File: src/rtl/reg_op_sequencer.sv
// reg_op_sequencer: accepts one register-to-register command at a time,
// reads two operands from a 16 x 8 register file, computes an ALU result
// with zero/carry flags, and writes the result back (CMP skips the write).
//
// Handshake: a command transfers on a rising edge where cmd_valid && cmd_ready.
// cmd_ready is high only in IDLE. The source must hold cmd_* stable until
// that transfer; cmd_valid while busy is not consumed.
module reg_op_sequencer #(
  parameter int ADDR_W = 4,
  parameter int DATA_W = 8
) (
  input  logic              clk,
  input  logic              reset,
  input  logic              cmd_valid,
  output logic              cmd_ready,
  input  logic [2:0]        cmd_op,
  input  logic [ADDR_W-1:0] cmd_rs1,
  input  logic [ADDR_W-1:0] cmd_rs2,
  input  logic [ADDR_W-1:0] cmd_rd,
  output logic [ADDR_W-1:0] RA1,
  output logic [ADDR_W-1:0] RA2,
  input  logic [DATA_W-1:0] rf_data1,
  input  logic [DATA_W-1:0] rf_data2,
  output logic [ADDR_W-1:0] WA,
  output logic [DATA_W-1:0] wr_data,
  output logic              write_enable,
  output logic              done,
  output logic [DATA_W-1:0] result,
  output logic              flag_zero,
  output logic              flag_carry,
  output logic [1:0]        state_dbg
);

  localparam logic [1:0] IDLE  = 2'd0;
  localparam logic [1:0] READ  = 2'd1;
  localparam logic [1:0] EXEC  = 2'd2;
  localparam logic [1:0] WRITE = 2'd3;

  localparam logic [2:0] OP_ADD = 3'd0;
  localparam logic [2:0] OP_SUB = 3'd1;
  localparam logic [2:0] OP_AND = 3'd2;
  localparam logic [2:0] OP_OR  = 3'd3;
  localparam logic [2:0] OP_XOR = 3'd4;
  localparam logic [2:0] OP_MOV = 3'd5;
  localparam logic [2:0] OP_SHL = 3'd6;
  localparam logic [2:0] OP_CMP = 3'd7;

  logic [1:0]        state;
  logic [2:0]        op_q;
  logic [ADDR_W-1:0] rd_q;
  logic [DATA_W-1:0] a_q;
  logic [DATA_W-1:0] b_q;
  logic [DATA_W-1:0] alu_res;
  logic              alu_carry;
  logic [DATA_W:0]   ext;

  // Outputs decoded from state only; nothing combinational from cmd_*.
  assign cmd_ready    = (state == IDLE);
  assign done         = (state == WRITE);
  assign write_enable = (state == WRITE) && (op_q != OP_CMP);
  assign state_dbg    = state;

  // ALU on the captured operands; carry is the 9th bit (borrow for SUB/CMP).
  always_comb begin
    ext       = '0;
    alu_res   = '0;
    alu_carry = 1'b0;
    case (op_q)
      OP_ADD: begin
        ext       = {1'b0, a_q} + {1'b0, b_q};
        alu_res   = ext[DATA_W-1:0];
        alu_carry = ext[DATA_W];
      end
      OP_SUB, OP_CMP: begin
        ext       = {1'b0, a_q} - {1'b0, b_q};
        alu_res   = ext[DATA_W-1:0];
        alu_carry = ext[DATA_W];
      end
      OP_AND: alu_res = a_q & b_q;
      OP_OR:  alu_res = a_q | b_q;
      OP_XOR: alu_res = a_q ^ b_q;
      OP_MOV: alu_res = a_q;
      OP_SHL: begin
        alu_res   = {a_q[DATA_W-2:0], 1'b0};
        alu_carry = a_q[DATA_W-1];
      end
      default: begin
        alu_res   = '0;
        alu_carry = 1'b0;
      end
    endcase
  end

  // Sequencer FSM with command latch, operand capture and result registers.
  always_ff @(posedge clk) begin
    if (!reset) begin
      state      <= IDLE;
      op_q       <= OP_ADD;
      rd_q       <= '0;
      RA1        <= '0;
      RA2        <= '0;
      a_q        <= '0;
      b_q        <= '0;
      WA         <= '0;
      wr_data    <= '0;
      result     <= '0;
      flag_zero  <= 1'b0;
      flag_carry <= 1'b0;
    end else begin
      case (state)
        IDLE: begin
          if (cmd_valid) begin
            op_q  <= cmd_op;
            rd_q  <= cmd_rd;
            RA1   <= cmd_rs1;
            RA2   <= cmd_rs2;
            state <= READ;
          end
        end
        READ: begin
          a_q   <= rf_data1;
          b_q   <= rf_data2;
          state <= EXEC;
        end
        EXEC: begin
          result     <= alu_res;
          flag_zero  <= (alu_res == '0);
          flag_carry <= alu_carry;
          WA         <= rd_q;
          wr_data    <= alu_res;
          state      <= WRITE;
        end
        default: begin
          // WRITE: the register file commits on this edge.
          state <= IDLE;
        end
      endcase
    end
  end

endmodule

File: config.mk
export PLATFORM = sky130hd
export DESIGN_NAME = reg_op_sequencer
export DESIGN_NICKNAME = d
export VERILOG_FILES = /design/src/rtl/reg_op_sequencer.sv
export SDC_FILE = /design/constraint.sdc
export NUM_CORES = 1
export LEC_CHECK = 0
export ABC_AREA = 1
export CAP_MARGIN = 15
export CORE_ASPECT_RATIO = 1.25
export CORE_MARGIN = 5
export CORE_UTILIZATION = 55
export DETAILED_ROUTE_END_ITERATION = 6
export PLACE_DENSITY = 0.93
export SYNTH_ARGS = -nofsm -noshare
export SYNTH_HDL_FRONTEND = slang
export SYNTH_SLANG_ARGS = --single-unit
File: constraint.sdc
create_clock -name clk -period 3.7 [get_ports clk]
set_input_delay 0.74 -clock clk [delete_from_list [all_inputs] [get_ports clk]]
set_output_delay 0.74 -clock clk [all_outputs]
set_load 0.02 [all_outputs]
Word-level counts from Yosys, hierarchy flattened
Cells that the tools add are included.
{"block": "word_totals", "inputBits": 34, "ff_bits": 47, "output_inout_bits": 35, "elab_cells": 38}
{"block": "classes", "bitwise_logic": 3, "n_mux": 4, "eq_ne": 12, "add_sub_neg": 2, "n_reduce_logical": 6}
{"cell": "8-bit one-hot mux with 7 select lines", "count": 1}
{"cell": "3-bit == test, second input constant", "count": 4}
{"cell": "8-bit by 8-bit adder with 9-bit output", "count": 1}
{"cell": "8-bit by 8-bit subtractor with 9-bit output", "count": 1}
{"cell": "8-bit bitwise AND", "count": 1}
{"cell": "8-bit logical NOT", "count": 1}
{"cell": "8-bit bitwise OR", "count": 1}
{"cell": "8-bit bitwise XOR", "count": 1}
{"cell": "3-bit by 2-bit == test with 1-bit output, second input constant", "count": 2}
{"cell": "2-bit one-hot mux with 3 select lines", "count": 1}
{"cell": "2-bit == test, second input constant", "count": 2}
{"cell": "3-bit by 1-bit == test with 1-bit output, second input constant", "count": 1}
{"cell": "3-bit logical NOT", "count": 1}
{"cell": "3-bit inequality test, second input constant", "count": 1}
{"cell": "1-bit one-hot mux with 3 select lines", "count": 1}
{"cell": "2-bit by 1-bit == test with 1-bit output, second input constant", "count": 1}
{"cell": "2-bit logical NOT", "count": 1}
{"cell": "2-bit 2-to-1 mux", "count": 1}
{"cell": "2-bit inequality test, second input constant", "count": 1}
{"cell": "2-bit AND reduction", "count": 1}
{"cell": "2-bit OR reduction", "count": 1}
{"cell": "1-bit logical AND", "count": 1}

Logic depth before layout (Yosys ltp)
{"block": "logic_depth", "word_depth": 4, "ltp_mapped": 14, "mapped_depth_nobuf": 14}

Worst setup path before layout
No wires, ideal clock.
{"block": "synth_path", "path_type": "reg-to-reg", "start": "register a_q[0]", "end": "register flag_zero", "n_path_buf": 0, "setup_slack_ns": 1.894, "setup_ns": 0.070, "synth_period_minus_slack_ns": 1.806, "arrival_time_ns": 1.736, "required_ns": 3.630, "path_stages_with_launch": 12, "path_cell_list": "dfxtp_1 -> inv_1 -> ha_1 -> fa_1 -> xor2_1 -> a21oi_1 -> nand3_1 -> nor2_1 -> nand2_1 -> nor2_1 -> nand4_1 -> a21oi_1"}
{"block": "synth_between", "elab_chain_len": 3, "word_cells_on_any_way": 7, "classes_between": "add/sub: 2; mux: 1; bitwise: 3; reduce/logical: 1"}
{"element": "from (decl)", "line": "51", "source": "logic [DATA_W-1:0] a_q;"}
{"element": "from (signal assigned)", "line": "121", "source": "a_q <= rf_data1;"}
{"element": "8-bit by 8-bit subtractor with 9-bit output, or another cell as far along", "line": "75", "source": "ext = {1'b0, a_q} - {1'b0, b_q};"}
{"element": "8-bit one-hot mux with 7 select lines (*)", "line": "68", "source": "case (op_q)"}
{"element": "8-bit logical NOT (*)", "line": "127", "source": "flag_zero <= (alu_res == '0);"}
{"element": "to (signal assigned)", "line": "127"}
{"element": "to (decl)", "line": "29", "source": "output logic flag_zero,"}
Every way passes the cells marked *; elsewhere a longest branch is shown, timed or not.
A chain may end at the register's enable or synchronous reset.

Worst setup path after layout
{"block": "layout_path", "start": "register op_q[2]", "end": "output write_enable"}
{"block": "layout_between", "elab_chain_len": 2}
{"element": "from (decl)", "line": "49", "source": "logic [2:0] op_q;"}
{"element": "from (signal assigned)", "line": "113", "source": "op_q <= cmd_op;"}
{"element": "3-bit inequality test", "line": "60", "source": "assign write_enable = (state == WRITE) && (op_q != OP_CMP);"}
{"element": "1-bit logical AND", "line": "60"}
{"element": "to (decl)", "line": "26", "source": "output logic write_enable,"}
Every way passes these cells.

==> flow_summary.ini <==
[global_routing]
grt_max_degree = 33
grtUsageTotal_pct = 24.0
grt_pass1_vias = 3059
grt_pass1_wl_mm = 14.2
antenna_found_initial = 0
grt_overflow = 0

[clocking]
cts_buffers = 5
clock_latency_ps = 310
root_buffer = clkbuf_8
cts.sinks = 47
cts_buffer_depth = 2
hold_buffers = 0
cts_tree = yes
path_clk_slew_ps = 90
ctsResizeCount = 0
cts_setup_buffers = 0
h-tree-depth = 2

[drt]
drtIter0Drc = 218
routedWlPerCell_um = 15.2
drc = 0
ant_nets = 0
via_per_inst = 5.62
vias = 3139
route.met3.wl_um = 608
dr.pass1.iters = 4
met2WireLength_mm = 4.29
met1_length_mm = 3.38
topRoutingLayerUsed = met4
drt_wl_total_mm = 8.51

[yosys]
synth_flop_cell = dfxtp_1
yosysMostFrequentCell = nand2_1
synth-edff-count = 0
synth.area.top_cells = dfxtp_1 (31%), ha_1 (12%), nand2_1 (8.8%)
syn_inst = 444
ys_ff_latch = 47
syn-num-nets = 508
synthArstFlopShare_pct = 0
synth_warnings = 0
avgSynthCellArea_um2 = 6.83
syn_area_um2 = 3030
ys_types = 30
yosys.area.top_type = dfxtp_1
ys_seq_area_share_pct = 31.0
netlist.area_leader.share_pct = 31.0
synth_common_cells = nand2_1 (71), nor2_1 (57), inv_1 (50), o21ai_0 (50), dfxtp_1 (47)

[sta]
maxSlewHeadroom_pct = 46.0
setup_viol_count_final = 0
layout_setup_ws_ps = 1020
hold_viol_final = 0
clock_skew_ps = 8.50
clock.fmax_ghz = 0.374
final.min_clock_period_ps = 2680
rsz0062_at_grt = false
setup_tns_ps = 0
layout_worst_path_cycle_share_pct = 72.3
tightest_slew_ps = 807
slew_viol_final = 0

[die]
io_pins = 69
die_area_um2 = 7110
die_w_um = 76.4
initial_core_util_pct = 56.1
row_count = 30
die_y_um = 93.0
coreArea_um2 = 5410

[placement]
pre_cts_ws_ps = 1320
dp_hpwl_mm = 6.44
portBuffers = 68
gp_routability_congestion = 1.06

[setup_path]
cp-end-kind = output pin
cp_max_fo = 14
worstPathRequired_ps = 2960
worstPathArrival_ps = 1940
cp-start-kind = flop
worstSetupPathType = reg -> out

[cells_and_area]
drive_gt1_share_pct = 3.64
diodes = 0
nNetsFinal = 558
syn_to_final_growth_pct = 24.2

[worst_hold_path]
hold_path.class = reg -> reg

[run_status]
status = finished clean

[pwr]
p_leak_nw = 1.69
sw_frac_of_total_pct = 50.0
irDropWorstVdd_v = 0.000522
pwr_density_cell_nw_per_um2 = 873
switchingPower_mw = 1.65
pwr-share-seq_pct = 26.3
combPwrFrac_pct = 61.8
clockPowerShare_pct = 11.9
internal_power_mw = 1.65

[flow_run]
drv_cap = 0
## path summary, 6_finish.rpt
| path | start | endpoint | slack, ps | cells past startpoint |
|---|---|---|---|---|
| hold / removal | flag_zero | flag_zero | 480 | 2 |
| setup reg to reg | a_q[2] | flag_zero | 1370 | 12 |
| setup / recovery | op_q[2] | write_enable | 1020 | 4 |
| hold reg to reg | flag_zero | flag_zero | 480 | 2 |
## critical path: stages (launching register included)
cell and delay (ps):
dfxtp_1 650, nand3_1 300, nand2_1 120, inv_1 50, clkdlybuf4s50_1 530
## per-stage QoR
step	util, %	hold WS (ps)	instances	total power, mW	cell area [um2]
final	69.7	482	559	3.29	3770
after detailed placement	67.6	469	551	2.86	3650
after CTS	69.7	483	559	3.27	3770
after global placement	67.6	461	551	2.80	3650
after global routing	69.7	491	559	3.57	3770
after floorplan	-	456	444	2.26	3030
## cells in the final DEF (no fill, tap or decap), types with 2 or more instances in the layout
cell type,netlist,layout
a21oi_1,40,40
clkbuf_8,0,5
clkdlybuf4s50_1,0,68
dfxtp_1,47,47
fa_1,2,2
ha_1,28,28
inv_1,50,50
inv_2,3,3
nand2_1,71,71
nand2_2,2,2
nand3_1,32,32
nand4_1,16,16
nor2_1,57,57
nor3_1,3,3
o211ai_1,2,2
o21ai_0,50,50
or2_2,2,2
xor2_1,4,4
## flip-flops by register name, summed over array words and instances (netlist names)
| signal | cells |
|---|---|
| state_dbg | 2 |
| result | 8 |
| flag_zero | 1 |
| op_q | 3 |
| WA | 4 |
| RA2 | 4 |
| b_q | 8 |
| flag_carry | 1 |
| RA1 | 4 |
| rd_q | 4 |
| a_q | 8 |
## layout make-up
type | count | area [um2]
tap | 64 | 80.1
multi-input combinational | 318 | 1750
sequential | 47 | 941
inverter | 53 | 199
fill | 460 | 1640
clock buffer | 5 | 68.8
timing repair buffer | 69 | 688
clock inverter | 3 | 46.3
## power by group through the flow
stage | registers (mW) | logic [mW] | clock network [mW]
CTS | 0.863 | 2.02 | 0.394
global placement | 0.856 | 1.94 | 0
floorplan | 0.928 | 1.33 | 0
global route | 0.895 | 2.26 | 0.415
finish | 0.865 | 2.03 | 0.392
detailed placement | 0.869 | 2.00 | 0
## cell families after synthesis
group | after synthesis | share of synthesized area [%]
fa+ha+maj | 30 | 12.9
flops | 47 | 31.0
simple gates | 186 | 26.6
buf+inv | 79 | 11.4
compound gates | 98 | 16.9
xor+xnor | 4 | 1.15
## layer usage
| layer | vias up | global-route usage, % |
|---|---|---|
| met2 | 127 | 42.3 |
| met5 | - | 0 |
| met1 | 1445 | 29.5 |
| li1 | 1546 | - |
| met4 | 0 | 8.89 |
| met3 | 21 | 3.56 |
(Power assumes the default switching activity.)
